--- config.mk ---
export PLATFORM = sky130hd
export DESIGN_NAME = fft_stage_scheduler_flat
export DESIGN_NICKNAME = d
export VERILOG_FILES = /design/src/rtl/fft_pkg.sv /design/src/rtl/fft_stage_scheduler_if.sv /design/src/rtl/fft_bf_addr_gen.sv /design/src/rtl/fft_stage_scheduler.sv /design/src/flat_wrapper.sv
export SDC_FILE = /design/constraint.sdc
export NUM_CORES = 1
export LEC_CHECK = 0
export BUFFER_PORTS_ARGS = -buffer_cell sky130_fd_sc_hd__buf_4
export CAP_MARGIN = 10
export CORE_MARGIN = 4
export CORE_UTILIZATION = 30
export CTS_CLUSTER_SIZE = 12
export DETAILED_ROUTE_END_ITERATION = 8
export HOLD_SLACK_MARGIN = 0.05
export SKIP_LAST_GASP = 1
export SLEW_MARGIN = 25
export SYNTH_ARGS = -nofsm -noshare
export SYNTH_HDL_FRONTEND = slang
export SYNTH_HIERARCHICAL = 1
export SYNTH_SLANG_ARGS = --single-unit
--- constraint.sdc ---
create_clock -name clk_100 -period 4.03 [get_ports clk_100]
set_clock_uncertainty 0.05 [all_clocks]
set_input_delay 0.6045 -clock clk_100 [delete_from_list [all_inputs] [get_ports clk_100]]
set_output_delay 0.6045 -clock clk_100 [all_outputs]
set_load 0.02 [all_outputs]
--- src/rtl/fft_pkg.sv ---
// Shared constants and types for the 32-point FFT stage scheduler.
package fft_pkg;

    localparam int FFT_N_LOG2 = 5;
    localparam int FFT_BF_LAT = 3;

    localparam int ADDR_W  = FFT_N_LOG2;
    localparam int TW_W    = FFT_N_LOG2 - 1;
    localparam int STAGE_W = 3;

    typedef enum logic [1:0] {
        IDLE,
        RUN,
        DRAIN,
        DONE
    } sched_state_t;

endpackage

--- src/rtl/fft_stage_scheduler_if.sv ---
// Control/issue bundle between the FFT control unit, the scheduler and the butterfly datapath.
// The hold input exists only when FFT_SCHED_HOLD_EN is defined.
interface fft_stage_scheduler_if
    import fft_pkg::*;
#(
    parameter int N_LOG2 = FFT_N_LOG2
);

    logic                start;
    logic                busy;
    logic                done;
    logic                bf_valid;
    logic [N_LOG2-1:0]   addr_a;
    logic [N_LOG2-1:0]   addr_b;
    logic [N_LOG2-2:0]   tw_idx;
    logic [STAGE_W-1:0]  stage;
    logic                rd_bank;
    logic                wr_bank;
`ifdef FFT_SCHED_HOLD_EN
    logic                hold;
`endif

    // master is the scheduler itself; slave is the control unit / datapath side
    modport master (
`ifdef FFT_SCHED_HOLD_EN
        input  hold,
`endif
        input  start,
        output busy, done, bf_valid, addr_a, addr_b, tw_idx, stage, rd_bank, wr_bank
    );

    modport slave (
`ifdef FFT_SCHED_HOLD_EN
        output hold,
`endif
        output start,
        input  busy, done, bf_valid, addr_a, addr_b, tw_idx, stage, rd_bank, wr_bank
    );

endinterface

--- src/rtl/fft_bf_addr_gen.sv ---
// Radix-2 DIT butterfly address generator: (stage, k) -> operand addresses and twiddle index.
module fft_bf_addr_gen
    import fft_pkg::*;
#(
    parameter int N_LOG2 = FFT_N_LOG2
) (
    input  logic [STAGE_W-1:0] stage,
    input  logic [N_LOG2-2:0]  k,
    output logic [N_LOG2-1:0]  addr_a,
    output logic [N_LOG2-1:0]  addr_b,
    output logic [N_LOG2-2:0]  tw_idx
);

    localparam int A_W = N_LOG2;
    localparam int K_W = N_LOG2 - 1;

    logic [A_W-1:0]     k_ext;
    logic [A_W-1:0]     span;
    logic [A_W-1:0]     grp;
    logic [A_W-1:0]     pos;
    logic [STAGE_W-1:0] tw_sh;

    // pos < span always holds, so narrowing pos to the twiddle width loses nothing
    always_comb begin
        k_ext  = A_W'(k);
        span   = A_W'(1) << stage;
        grp    = k_ext >> stage;
        pos    = k_ext & (span - A_W'(1));
        addr_a = ((grp << stage) << 1) + pos;
        addr_b = addr_a + span;
        tw_sh  = STAGE_W'(N_LOG2 - 1) - stage;
        tw_idx = K_W'(pos) << tw_sh;
    end

endmodule

--- src/rtl/fft_stage_scheduler.sv ---
// Issue sequencer for the shared radix-2 butterfly: 5 DIT stages x 16 butterflies with drain gaps.
// Define FFT_SCHED_HOLD_EN to add a hold input that pauses issue while in RUN.
module fft_stage_scheduler
    import fft_pkg::*;
#(
    parameter int N_LOG2 = FFT_N_LOG2,
    parameter int BF_LAT = FFT_BF_LAT
) (
    input  logic                  clk_100,
    input  logic                  rst_n,
    fft_stage_scheduler_if.master bus
);

    localparam int A_W = N_LOG2;
    localparam int K_W = N_LOG2 - 1;
    localparam int D_W = $clog2(BF_LAT + 1);

    localparam logic [K_W-1:0]     K_LAST = '1;
    localparam logic [STAGE_W-1:0] S_LAST = STAGE_W'(N_LOG2 - 1);
    localparam logic [D_W-1:0]     D_LAST = D_W'(BF_LAT);

    sched_state_t        state;
    logic [K_W-1:0]      k_r;
    logic [STAGE_W-1:0]  stage_r;
    logic [D_W-1:0]      drain_cnt;
    logic                busy_r;
    logic                done_r;
    logic                bf_valid_r;
    logic [A_W-1:0]      addr_a_r;
    logic [A_W-1:0]      addr_b_r;
    logic [K_W-1:0]      tw_r;
    logic                rd_bank_r;
    logic                wr_bank_r;

    logic                hold_i;
    logic                issue;
    logic [STAGE_W-1:0]  gen_stage;
    logic [A_W-1:0]      gen_a;
    logic [A_W-1:0]      gen_b;
    logic [K_W-1:0]      gen_tw;

`ifdef FFT_SCHED_HOLD_EN
    assign hold_i = bus.hold;
`else
    assign hold_i = 1'b0;
`endif

    // k_r always names the butterfly issued at the next edge; in DRAIN that is k=0 of the next stage
    always_comb begin
        gen_stage = stage_r;
        issue     = 1'b0;
        case (state)
            IDLE:    issue = bus.start;
            RUN:     issue = !hold_i;
            DRAIN: begin
                issue = (drain_cnt == D_LAST) && (stage_r != S_LAST);
                if (stage_r != S_LAST) gen_stage = stage_r + 1'b1;
            end
            default: issue = 1'b0;
        endcase
    end

    fft_bf_addr_gen #(.N_LOG2(N_LOG2)) u_addr_gen (
        .stage  (gen_stage),
        .k      (k_r),
        .addr_a (gen_a),
        .addr_b (gen_b),
        .tw_idx (gen_tw)
    );

    always_ff @(posedge clk_100 or negedge rst_n) begin
        if (!rst_n) begin
            state      <= IDLE;
            k_r        <= '0;
            stage_r    <= '0;
            drain_cnt  <= '0;
            busy_r     <= 1'b0;
            done_r     <= 1'b0;
            bf_valid_r <= 1'b0;
            addr_a_r   <= '0;
            addr_b_r   <= '0;
            tw_r       <= '0;
            rd_bank_r  <= 1'b0;
            wr_bank_r  <= 1'b1;
        end else begin
            bf_valid_r <= issue;
            done_r     <= 1'b0;
            if (issue) begin
                addr_a_r <= gen_a;
                addr_b_r <= gen_b;
                tw_r     <= gen_tw;
            end
            case (state)
                IDLE: begin
                    if (bus.start) begin
                        state  <= RUN;
                        busy_r <= 1'b1;
                        k_r    <= K_W'(1);
                    end
                end
                RUN: begin
                    if (!hold_i) begin
                        k_r <= k_r + 1'b1;
                        if (k_r == K_LAST) begin
                            state     <= DRAIN;
                            drain_cnt <= '0;
                        end
                    end
                end
                DRAIN: begin
                    if (drain_cnt != D_LAST) begin
                        drain_cnt <= drain_cnt + 1'b1;
                    end else if (stage_r == S_LAST) begin
                        state  <= DONE;
                        done_r <= 1'b1;
                        busy_r <= 1'b0;
                    end else begin
                        state     <= RUN;
                        stage_r   <= stage_r + 1'b1;
                        k_r       <= K_W'(1);
                        rd_bank_r <= ~stage_r[0];
                        wr_bank_r <= stage_r[0];
                    end
                end
                DONE: begin
                    state     <= IDLE;
                    stage_r   <= '0;
                    rd_bank_r <= 1'b0;
                    wr_bank_r <= 1'b1;
                end
                default: state <= IDLE;
            endcase
        end
    end

    assign bus.busy     = busy_r;
    assign bus.done     = done_r;
    assign bus.bf_valid = bf_valid_r;
    assign bus.addr_a   = addr_a_r;
    assign bus.addr_b   = addr_b_r;
    assign bus.tw_idx   = tw_r;
    assign bus.stage    = stage_r;
    assign bus.rd_bank  = rd_bank_r;
    assign bus.wr_bank  = wr_bank_r;

endmodule

--- src/flat_wrapper.sv ---
// flat-port wrapper written by rule: the top's interface ports become plain ports
module fft_stage_scheduler_flat import fft_pkg::*;
#(
    parameter int N_LOG2 = FFT_N_LOG2,
    parameter int BF_LAT = FFT_BF_LAT
)
  (clk_100, rst_n, bus_start, bus_busy, bus_done, bus_bf_valid, bus_addr_a, bus_addr_b, bus_tw_idx, bus_stage, bus_rd_bank, bus_wr_bank);
  fft_stage_scheduler_if #(.N_LOG2(N_LOG2)) bus_i ();
  input  logic clk_100;
  input  logic rst_n;
  input wire logic [$bits(bus_i.start)-1:0] bus_start;
  output wire logic [$bits(bus_i.busy)-1:0] bus_busy;
  output wire logic [$bits(bus_i.done)-1:0] bus_done;
  output wire logic [$bits(bus_i.bf_valid)-1:0] bus_bf_valid;
  output wire logic [$bits(bus_i.addr_a)-1:0] bus_addr_a;
  output wire logic [$bits(bus_i.addr_b)-1:0] bus_addr_b;
  output wire logic [$bits(bus_i.tw_idx)-1:0] bus_tw_idx;
  output wire logic [$bits(bus_i.stage)-1:0] bus_stage;
  output wire logic [$bits(bus_i.rd_bank)-1:0] bus_rd_bank;
  output wire logic [$bits(bus_i.wr_bank)-1:0] bus_wr_bank;
  assign bus_i.start = bus_start;
  assign bus_busy = bus_i.busy;
  assign bus_done = bus_i.done;
  assign bus_bf_valid = bus_i.bf_valid;
  assign bus_addr_a = bus_i.addr_a;
  assign bus_addr_b = bus_i.addr_b;
  assign bus_tw_idx = bus_i.tw_idx;
  assign bus_stage = bus_i.stage;
  assign bus_rd_bank = bus_i.rd_bank;
  assign bus_wr_bank = bus_i.wr_bank;
  fft_stage_scheduler #(.N_LOG2(N_LOG2), .BF_LAT(BF_LAT)) u_core (.clk_100(clk_100), .rst_n(rst_n), .bus(bus_i));
endmodule
# == Word level (Yosys, flattened, before mapping) ==
# Cells that the tools add are included.
# totals
register_bits,30
inputBits,3
word_cells,81
# classes
n_addsub,7
n_eq_ne,14
n_shift,4
n_mux,31
n_bitwise,2
reduce_logical,11
# op_table
operator,n
2-bit 2-to-1 mux,6
3-bit 2-to-1 mux,4
4-bit 2-to-1 mux,3
4-bit one-hot mux with 3 select lines,1
5-bit adder,2
1-bit 2-to-1 mux,10
3-bit AND reduction,3
"2-bit inequality test, second input constant",4
2-bit one-hot mux with 4 select lines,1
4-bit AND reduction,2
"2-bit equality test, second input constant",3
"2-bit by 1-bit inequality test with 1-bit output, second input constant",3
1-bit one-hot mux with 2 select lines,3
3-bit one-hot mux with 2 select lines,1
2-bit nonzero test,3
4-bit by 5-bit AND with 5-bit output,1
"1-bit by 3-bit left shift with 5-bit output, first input constant",1
5-bit by 3-bit left shift with 4-bit output,1
4-bit by 3-bit right shift with 5-bit output,1
"5-bit by 1-bit subtractor with 5-bit output, second input constant",1
"4-bit by 1-bit adder with 4-bit output, second input constant",1
"4-bit equality test, second input constant",1
2-bit one-hot mux with 2 select lines,1
4-bit by 3-bit left shift with 4-bit output,1
other kinds (11),11

# == Longest topological paths before layout ==
# Gate-level depths: netlist of the first run.
# logic_depth
word_depth,8
mapped_depth,21
depth_no_buf,21

# == Modules after synthesis ==
# Netlist of the first run, hierarchy kept.
# by_module_without_submodules
mod,instances,cells_per_inst,area_per_inst_um2,seq_area_each_um2
fft_stage_scheduler,1,125,1451.4,726.9
fft_bf_addr_gen,1,71,541.8,0.0

# == Least setup slack after synthesis of the first run ==
# No wires, ideal clock.
# synth_path
kind,register to register
from,register u_core.stage_r[0] (netlist: u_core/bus.stage[0])
to,register u_core.addr_b_r[4] (netlist: u_core/bus.addr_b[4])
setup_time_ps,125
arrival_time_ps,4291
required_time_ps,3855
setup_slack_ps,-436
path_stages_with_launch,22
period_less_slack_ps,4466
path_cell_list,dfrtp_1 > inv_1 > ha_1 > nand2_2 > nand2_1 > xnor2_1 > inv_1 > ha_1 > ha_1 > inv_1 > ha_1 > nor2b_1 > ha_1 > inv_1 > fa_1 > inv_1 > ha_1 > nand2b_1 > a21oi_1 > xnor2_1 > xnor2_1 > mux2_4
# synth_between
elab_chain_cells,8
# synth_lines
element,line_no,rtl
from (decl),fft_stage_scheduler.sv:24,logic [STAGE_W-1:0] stage_r;
from (signal assigned),fft_stage_scheduler.sv:119,stage_r <= stage_r + 1'b1;
3-bit by 1-bit adder with 3-bit output or 3-bit inequality test (tied branches),fft_stage_scheduler.sv:57,if (stage_r != S_LAST) gen_stage = stage_r + 1'b1;
3-bit 2-to-1 mux,fft_stage_scheduler.sv:57,
3-bit 2-to-1 mux *,fft_stage_scheduler.sv:52,case (state)
via u_core.gen_stage[0],fft_stage_scheduler.sv:37,logic [STAGE_W-1:0] gen_stage;
1-bit by 3-bit left shift with 5-bit output,fft_bf_addr_gen.sv:26,span = A_W'(1) << stage;
5-bit by 1-bit subtractor with 5-bit output,fft_bf_addr_gen.sv:28,pos = k_ext & (span - A_W'(1));
4-bit by 5-bit AND with 5-bit output,fft_bf_addr_gen.sv:28,
5-bit adder *,fft_bf_addr_gen.sv:29,addr_a = ((grp << stage) << 1) + pos;
via u_core.gen_a[2],fft_stage_scheduler.sv:38,logic [A_W-1:0] gen_a;
5-bit adder *,fft_bf_addr_gen.sv:30,addr_b = addr_a + span;
via u_core.gen_b[4],fft_stage_scheduler.sv:39,logic [A_W-1:0] gen_b;
to (signal assigned),fft_stage_scheduler.sv:90,addr_b_r <= gen_b;
to (decl),fft_stage_scheduler.sv:30,logic [A_W-1:0] addr_b_r;
# Mark *: on every way through the listed nets, which the timed path passes. The rest lies on a longest branch.
# A chain may end at the register's enable or synchronous reset.

# == Final worst setup path of the first run ==
# layout_path
from,register u_core.stage_r[0] (netlist: u_core/bus.stage[0])
to,register u_core.addr_b_r[4] (netlist: u_core/bus.addr_b[4])
# layout_between
elab_chain_cells,8
# layout_lines
element,line_no
3-bit by 1-bit adder with 3-bit output or 3-bit inequality test (tied branches),fft_stage_scheduler.sv:57
3-bit 2-to-1 mux *,fft_stage_scheduler.sv:57
3-bit 2-to-1 mux *,fft_stage_scheduler.sv:52
via u_core.gen_stage[1],fft_stage_scheduler.sv:37
1-bit by 3-bit left shift with 5-bit output,fft_bf_addr_gen.sv:26
5-bit by 1-bit subtractor with 5-bit output,fft_bf_addr_gen.sv:28
4-bit by 5-bit AND with 5-bit output,fft_bf_addr_gen.sv:28
5-bit adder *,fft_bf_addr_gen.sv:29
via u_core.gen_a[2],fft_stage_scheduler.sv:38
5-bit adder *,fft_bf_addr_gen.sv:30
via u_core.gen_b[4],fft_stage_scheduler.sv:39
# Marks and branches as above.

==> results of run 1 <==
-- cells in the mapped netlist (2+ instances only) --
cell type  count
mux2i_1        3
nor2_1        14
nand4_1        2
fa_1           2
a21o_1         3
nor2b_1        6
buf_2          4
o21ai_0        3
nand2b_1       4
nand2_1       10
a21oi_1       14
nand3_1        2
nor3_1         2
ha_1          17
mux2_4         9
a311o_1        2
mux2_2         6
dfrtp_1       28
a31oi_1        3
or3_1          2
nor3b_1        2
inv_1         20
xnor2_1        7
-- layout make-up --
| cell class | count | area [um2] |
|---|---|---|
| clock buffers | 6 | 72.6 |
| clock inverters | 2 | 10.0 |
| fillers | 621 | 3780 |
| inverters | 20 | 77.6 |
| multi-input cells | 140 | 1290 |
| flip-flops and latches | 29 | 729 |
| well taps | 77 | 96.3 |
| repair buffers | 43 | 323 |
-- per-stage QoR --
stage / cells / setup WS, ns / hold WS [ns] / setup TNS, ns / instance area, um2
global placement: 302 / 0.121 / 0.442 / 0 / 2380
finish: 317 / 0.126 / 0.191 / 0 / 2600
floorplan: 196 / 0.00500 / 0.259 / 0 / 2060
detailed placement: 302 / 0.0360 / 0.447 / 0 / 2380
global route: 317 / -0.0382 / 0.229 / -0.0382 / 2600
CTS: 310 / 0.0106 / 0.211 / 0 / 2470
-- repair_timing --
item                                    4_1_cts  5_1_grt
endpoints found under the setup margin        0        1
setup buffers                                 0        7
resized for setup                             0       14
hold buffers                                  0        0
-- registers in the layout (all words and copies together) (netlist names) --
name / count
u_core/bus.tw_idx: 4
u_core/bus.stage: 3
u_core/bus.busy: 1
u_core/bus.done: 1
u_core/state: 2
u_core/bus.wr_bank: 1
u_core/bus.addr_a: 5
u_core/k_r: 4
u_core/bus.addr_b: 5
u_core/bus.bf_valid: 1
u_core/drain_cnt: 2
-- power groups by stage --
stage          combinational (mW)  sequential (mW)  clock [mW]
5_1_grt                    0.0177            0.292       0.256
3_3_place_gp               0.0156            0.297           0
6_report                   0.0150            0.292       0.233
2_1_floorplan             0.00528            0.298           0
4_1_cts                    0.0158            0.292       0.243
3_5_place_dp               0.0158            0.297           0
-- worst paths after layout --
kind / end / slack, ns / start
setup reg to reg: u_core/bus.addr_b[4] / 0.13 / u_core/bus.stage[0]
min in group clk_100: u_core/bus.addr_b[1] / 0.46 / u_core/bus.addr_b[1]
setup / recovery: u_core/bus.addr_b[4] / 0.13 / u_core/bus.stage[0]
max in group asynchronous: u_core/bus.wr_bank / 3.42 / rst_n
hold / removal: u_core/bus.addr_a[1] / 0.19 / rst_n
hold reg to reg: u_core/bus.addr_b[1] / 0.46 / u_core/bus.addr_b[1]
-- metal layers --
metal | share of wire (%) | vias up | track usage (%)
li1 | - | 772 | -
met1 | 47 | 730 | 15.0
met2 | 48 | 34 | 18.3
met3 | 4.9 | 3 | 2.86
met4 | 0.45 | 0 | 2.03
met5 | 0 | - | 0
-- kinds of logic after synthesis --
family / Yosys count / synth area share, %
AND/OR/NAND/NOR: 54 / 14.9
flip-flops: 29 / 36.5
buffers and inverters: 27 / 6.09
adder cells (fa/ha/maj): 19 / 12.7
XOR/XNOR: 7 / 3.08
multiplexers: 18 / 11.7
other: 1 / 0.188
AO/OA/AOI/OAI: 41 / 14.9
==> results.toml, run 1 <==
[clock_tree]
clk-insertion-delay-late_ns = 0.28
clk_pin_slew_ns = 0.07
h-tree-depth = 2
cts_tree = "done"
cts_sinks = 29
clock_path_buffers = 2
numCtsBuffers = 5
cts-root-buf = "clkbuf_8"

[critical_path]
cpMostUsedCell = "ha_4"
critPathCaptureType = "register"
crit_arrival_ns = 4.02
cp.buffers_inverters = 5
path_class = "reg -> reg"
reg2reg_depth = 21
crit_path_max_fanout = 4
slowest_stage = "fa_2"
required_ns = 4.14
cp_num_cells = 21
cp_cell_sequence = "inv_2 > ha_4 > nand2_4 > nand2_4 > mux2_4 > inv_4 > ha_4 > ha_4 > inv_1 > ha_4 > nor2b_2 > ha_2 > inv_1 > fa_2 > inv_2 > ha_4 > nand2b_1 > a21oi_2 > xnor2_1 > xnor2_1 > mux2_4"
start_kind = "register"
slowest_delay_ns = 0.53
cp_top_family = "adder cells"

[timing]
fin_crit_ns = 3.90
max_freq_mhz = 256
finalSetupViolations = 0
final_max_slew_viol_count = 0
hold_violations = 0
max-slew-margin-rel_pct = 57.0
period_share_pct = 96.9
worst_pin_slew_ns = 0.646

[floorplanning]
core.rowCount = 29
ios = 25
coreArea_um2 = 6390
chipHeight_um = 89.5
die_area_um2 = 8010
start_util_pct = 31.2
die_x_um = 89.5

[synthesis]
avgSynthCellArea_um2 = 10.2
synth_nets = 218
ys_seq_area_share_pct = 36.5
ys_top_cells_by_area = "dfrtp_1, ha_1, mux2_4"
ys.flop_type = "dfrtp_1"
ys_async_sr_fraction_pct = 100
yosysTopAreaCellShare_pct = 35.2
syn_area_um2 = 1990
synth_area_leader_cell = "dfrtp_1"
ys_seq_elements = 29
synth_edf_count = 0
synth_cell_types = 54
synth_cells = 196
yosysWarningCount = 6

[power]
p_sw_share_pct = 22.8
net-switching-power_mw = 0.123
power.share.combinational_pct = 2.8
pwr-share-clk_pct = 43.2
p_leak_nw = 1.20
seqPwrFrac_pct = 54.1
p_per_area_nw_per_um2 = 208
ir_worst_vdd_v = 0.000127
p_int_mw = 0.417
power_mw = 0.540

[route]
routed_via_density = 4.85
ant_nets = 0
vias = 1539
wl_per_cell_um = 13.5
drt_first_iter_violations = 48
wl_mm = 4.27
drc_errors = 0
firstDrtPassIters = 4

[global_route]
grt_max_degree = 30
grt-ovfl-total = 0
grt_pass1_vias = 1476
grtUsageTotal_pct = 11.2
grt_pass1_wl_mm = 7.01
grt_antenna_before_repair = 0

[cells_and_area]
utilization_pct = 40.8
layout_commonest_cell = "buf_4"
area_delta_synth_final_pct = 30.6
antennaDiodeCount = 0
nets = 261
mostFrequentLayoutCells = "buf_4, dfrtp_1, inv_1, nor2_1, a21oi_1"
drive_gt1_share_pct = 40.4

[place]
gp_congestion = 0.819
dpl.hpwl_mm = 3.13
portBuffers = 24

[run]
drv_cap = 0

[outcome]
outcome = "complete, no violations"

[min_path]
hold_path.class = "in -> async"
Note: power is estimated with default switching activity, not from simulation.
==> run 2, diff against run 1 <==
- SYNTH_HIERARCHICAL: 1 -> default
- clock period: 4.03 -> 3.51 ns (I/O delays scaled with it)
==> run 2 against run 1 <==
  * Via count is 5.6% higher
  * Synthesized cell count increased by 12%
  * Largest cell class unchanged
  * Cell area fell by 4.2%
  * Flip-flop and latch count unchanged
  * Critical path type unchanged
  * Worst hold slack lost 0.074 ns
  * Final cell count increased by 5.4%
  * Sequential power up 83%
  * Utilization fell by 1.5 points
  * First-iteration DRC count grew 52%
==> results.toml, run 2 <==
[critical_path]
slowest_stage = "fa_1"
required_ns = 3.61
crit_arrival_ns = 3.39
cp_cell_sequence = "inv_2 > ha_1 > nand2_2 > xnor2_4 > a32oi_1 > and2_1 > nand2b_1 > fa_1 > inv_1 > ha_1 > nand2b_1 > a21oi_2 > xor2_1 > xnor2_1 > o21ai_1"
slowest_delay_ns = 0.56
cp_top_family = "adder cells"
crit_path_max_fanout = 6
r2r_setup_slack_ns = 0.22
cp.buffers_inverters = 2
path_class = "reg -> reg"
start_kind = "register"
critPathCaptureType = "register"

[synthesis]
yosysTopAreaCellShare_pct = 35.6
synth_cell_types = 53
yosys.cell_count.top_type = "nand2_1"
ys.flop_type = "dfrtp_1"
synth_edf_count = 0
ys_async_sr_fraction_pct = 100
synth_cells = 219
syn_area_um2 = 1970
ys_seq_elements = 29
ys_top_cells_by_count = "nand2_1, dfrtp_1, ha_1"
ys_top_cells_by_area = "dfrtp_1, ha_1, nand2_1"
synth_area_leader_cell = "dfrtp_1"
avgSynthCellArea_um2 = 8.99
yosysWarningCount = 0
ys_seq_area_share_pct = 36.9
synth_nets = 241

[timing]
final_max_slew_viol_count = 0
layout_setup_ws_ns = 0.218
max-slew-margin-rel_pct = 53.9
worst_pin_slew_ns = 0.692
hold_violations = 0
setup_tns_ns = 0
period_share_pct = 93.8
finalSetupViolations = 0
rsz0062_at_grt = "no"
fin_crit_ns = 3.29
max_freq_mhz = 304

[outcome]
outcome = "complete, no violations"

[floorplanning]
core.rowCount = 29
die_x_um = 89.0
ios = 25
coreArea_um2 = 6350
start_util_pct = 31.0
die_area_um2 = 7920
chipHeight_um = 89.0

[route]
vias = 1625
wl_per_cell_um = 13.5
wl_mm = 4.51
drc_errors = 0
ant_nets = 0
firstDrtPassIters = 4
drt_first_iter_violations = 73
routed_via_density = 4.87

[clock_tree]
cts-root-buf = "clkbuf_8"
clk_pin_slew_ns = 0.07
numCtsBuffers = 5
cts_sinks = 29
clock_path_buffers = 2
clk-insertion-delay-late_ns = 0.28
cts_tree = "done"
h-tree-depth = 2
postCtsSetupRepairBufs = 0

[cells_and_area]
antennaDiodeCount = 0
nets = 278
design_area_um2 = 2490
drive_gt1_share_pct = 25.3
fillers = 657
instances_no_fill = 334
layout_commonest_cell = "buf_4"
mostFrequentLayoutCells = "buf_4, nand2_1, dfrtp_1"
area_delta_synth_final_pct = 26.6

[place]
dpl.cell_count = 326
dp_slack_ns = 0.0838
dpl.hpwl_mm = 3.28
portBuffers = 24
gp_congestion = 0.812
place_area_um2 = 2310

[global_route]
grt_antenna_before_repair = 0
grt_pass1_vias = 1685
grtUsageTotal_pct = 12.9
grt_max_degree = 30
grt-ovfl-total = 0
grt_pass1_wl_mm = 7.98

[min_path]
hold_path.class = "in -> async"

[power]
p_per_area_nw_per_um2 = 847
p_leak_nw = 1.22
ir_worst_vdd_v = 0.000299

[run]
drv_cap = 0
run 2: kinds of logic (layout without fill, tap and decap cells):
family | count (synthesis) | count (layout) | synth area share (%)
simple gates | 72 | 72 | 17.2
compound gates | 56 | 56 | 19.3
flops | 29 | 29 | 36.9
buf+inv | 26 | 64 | 5.72
fa+ha+maj | 19 | 19 | 12.8
xor+xnor | 10 | 10 | 4.83
mux | 6 | 6 | 3.11
other cells | 1 | 1 | 0.190
run 2: worst register-to-register path: cells and delay by family (launching register included):
| kind | cells | cell delay [ns] |
|---|---|---|
| AOI/OAI and AO/OA | 3 | 0.35 |
| adders and majority gates | 3 | 1.10 |
| xor gates and xnor gates | 3 | 0.52 |
| and+or+nand+nor | 4 | 0.55 |
| DFF | 1 | 0.46 |
| buffers and inverters | 2 | 0.12 |
run 2: final cells by class:
type	count	area [um2]	share of cell area, %
Clock inverter	3	65.1	2.61
Clock buffer	5	68.8	2.76
Timing Repair Buffer	39	293	11.7
Multi-Input combinational cell	164	1180	47.2
Sequential cell	29	728	29.2
Tap cell	77	96.3	3.87
Inverter	17	63.8	2.56
run 2: where the power goes:
part	internal, mW	switching [mW]
Clock	0.282	0.140
Sequential	0.449	0.0853
Combinational	0.487	0.668
Total	1.22	0.893
run 2: path summary, 6_finish.rpt:
check / startpoint / endpoint / depth (start not counted)
setup / recovery: u_core.bus.stage[0] / u_core.bus.addr_b[4] / 15
hold / removal: rst_n / u_core.bus.addr_a[2] / 1
setup reg to reg: u_core.bus.stage[0] / u_core.bus.addr_b[4] / 15
hold reg to reg: u_core.bus.addr_b[0] / u_core.bus.addr_b[0] / 2
max in group asynchronous: rst_n / u_core.bus.wr_bank / 1
min in group clk_100: u_core.bus.addr_b[0] / u_core.bus.addr_b[0] / 2
run 2: what timing repair did:
action | in CTS | in global routing
hold buffers | 0 | 0
endpoints found under the setup margin | 0 | 2
resized for setup | 0 | 10
run 2: per-stage QoR:
| step | hold WS (ns) | util (%) | total power, mW |
|---|---|---|---|
| 6_report | 0.117 | 39.3 | 2.11 |
| 2_1_floorplan | 0.181 | - | 1.31 |
| 3_5_place_dp | 0.409 | 36.4 | 1.65 |
| 5_1_grt | 0.145 | 39.3 | 2.30 |
| 4_1_cts | 0.136 | 38.5 | 2.09 |
| 3_3_place_gp | 0.403 | 36.4 | 1.65 |
run 2: routing by layer:
metal	vias up	track usage, %	wire length (um)
met3	6	3.04	180
met5	-	0	0
met1	763	17.0	2150
li1	832	-	-
met2	24	20.9	2110
met4	0	4.33	62
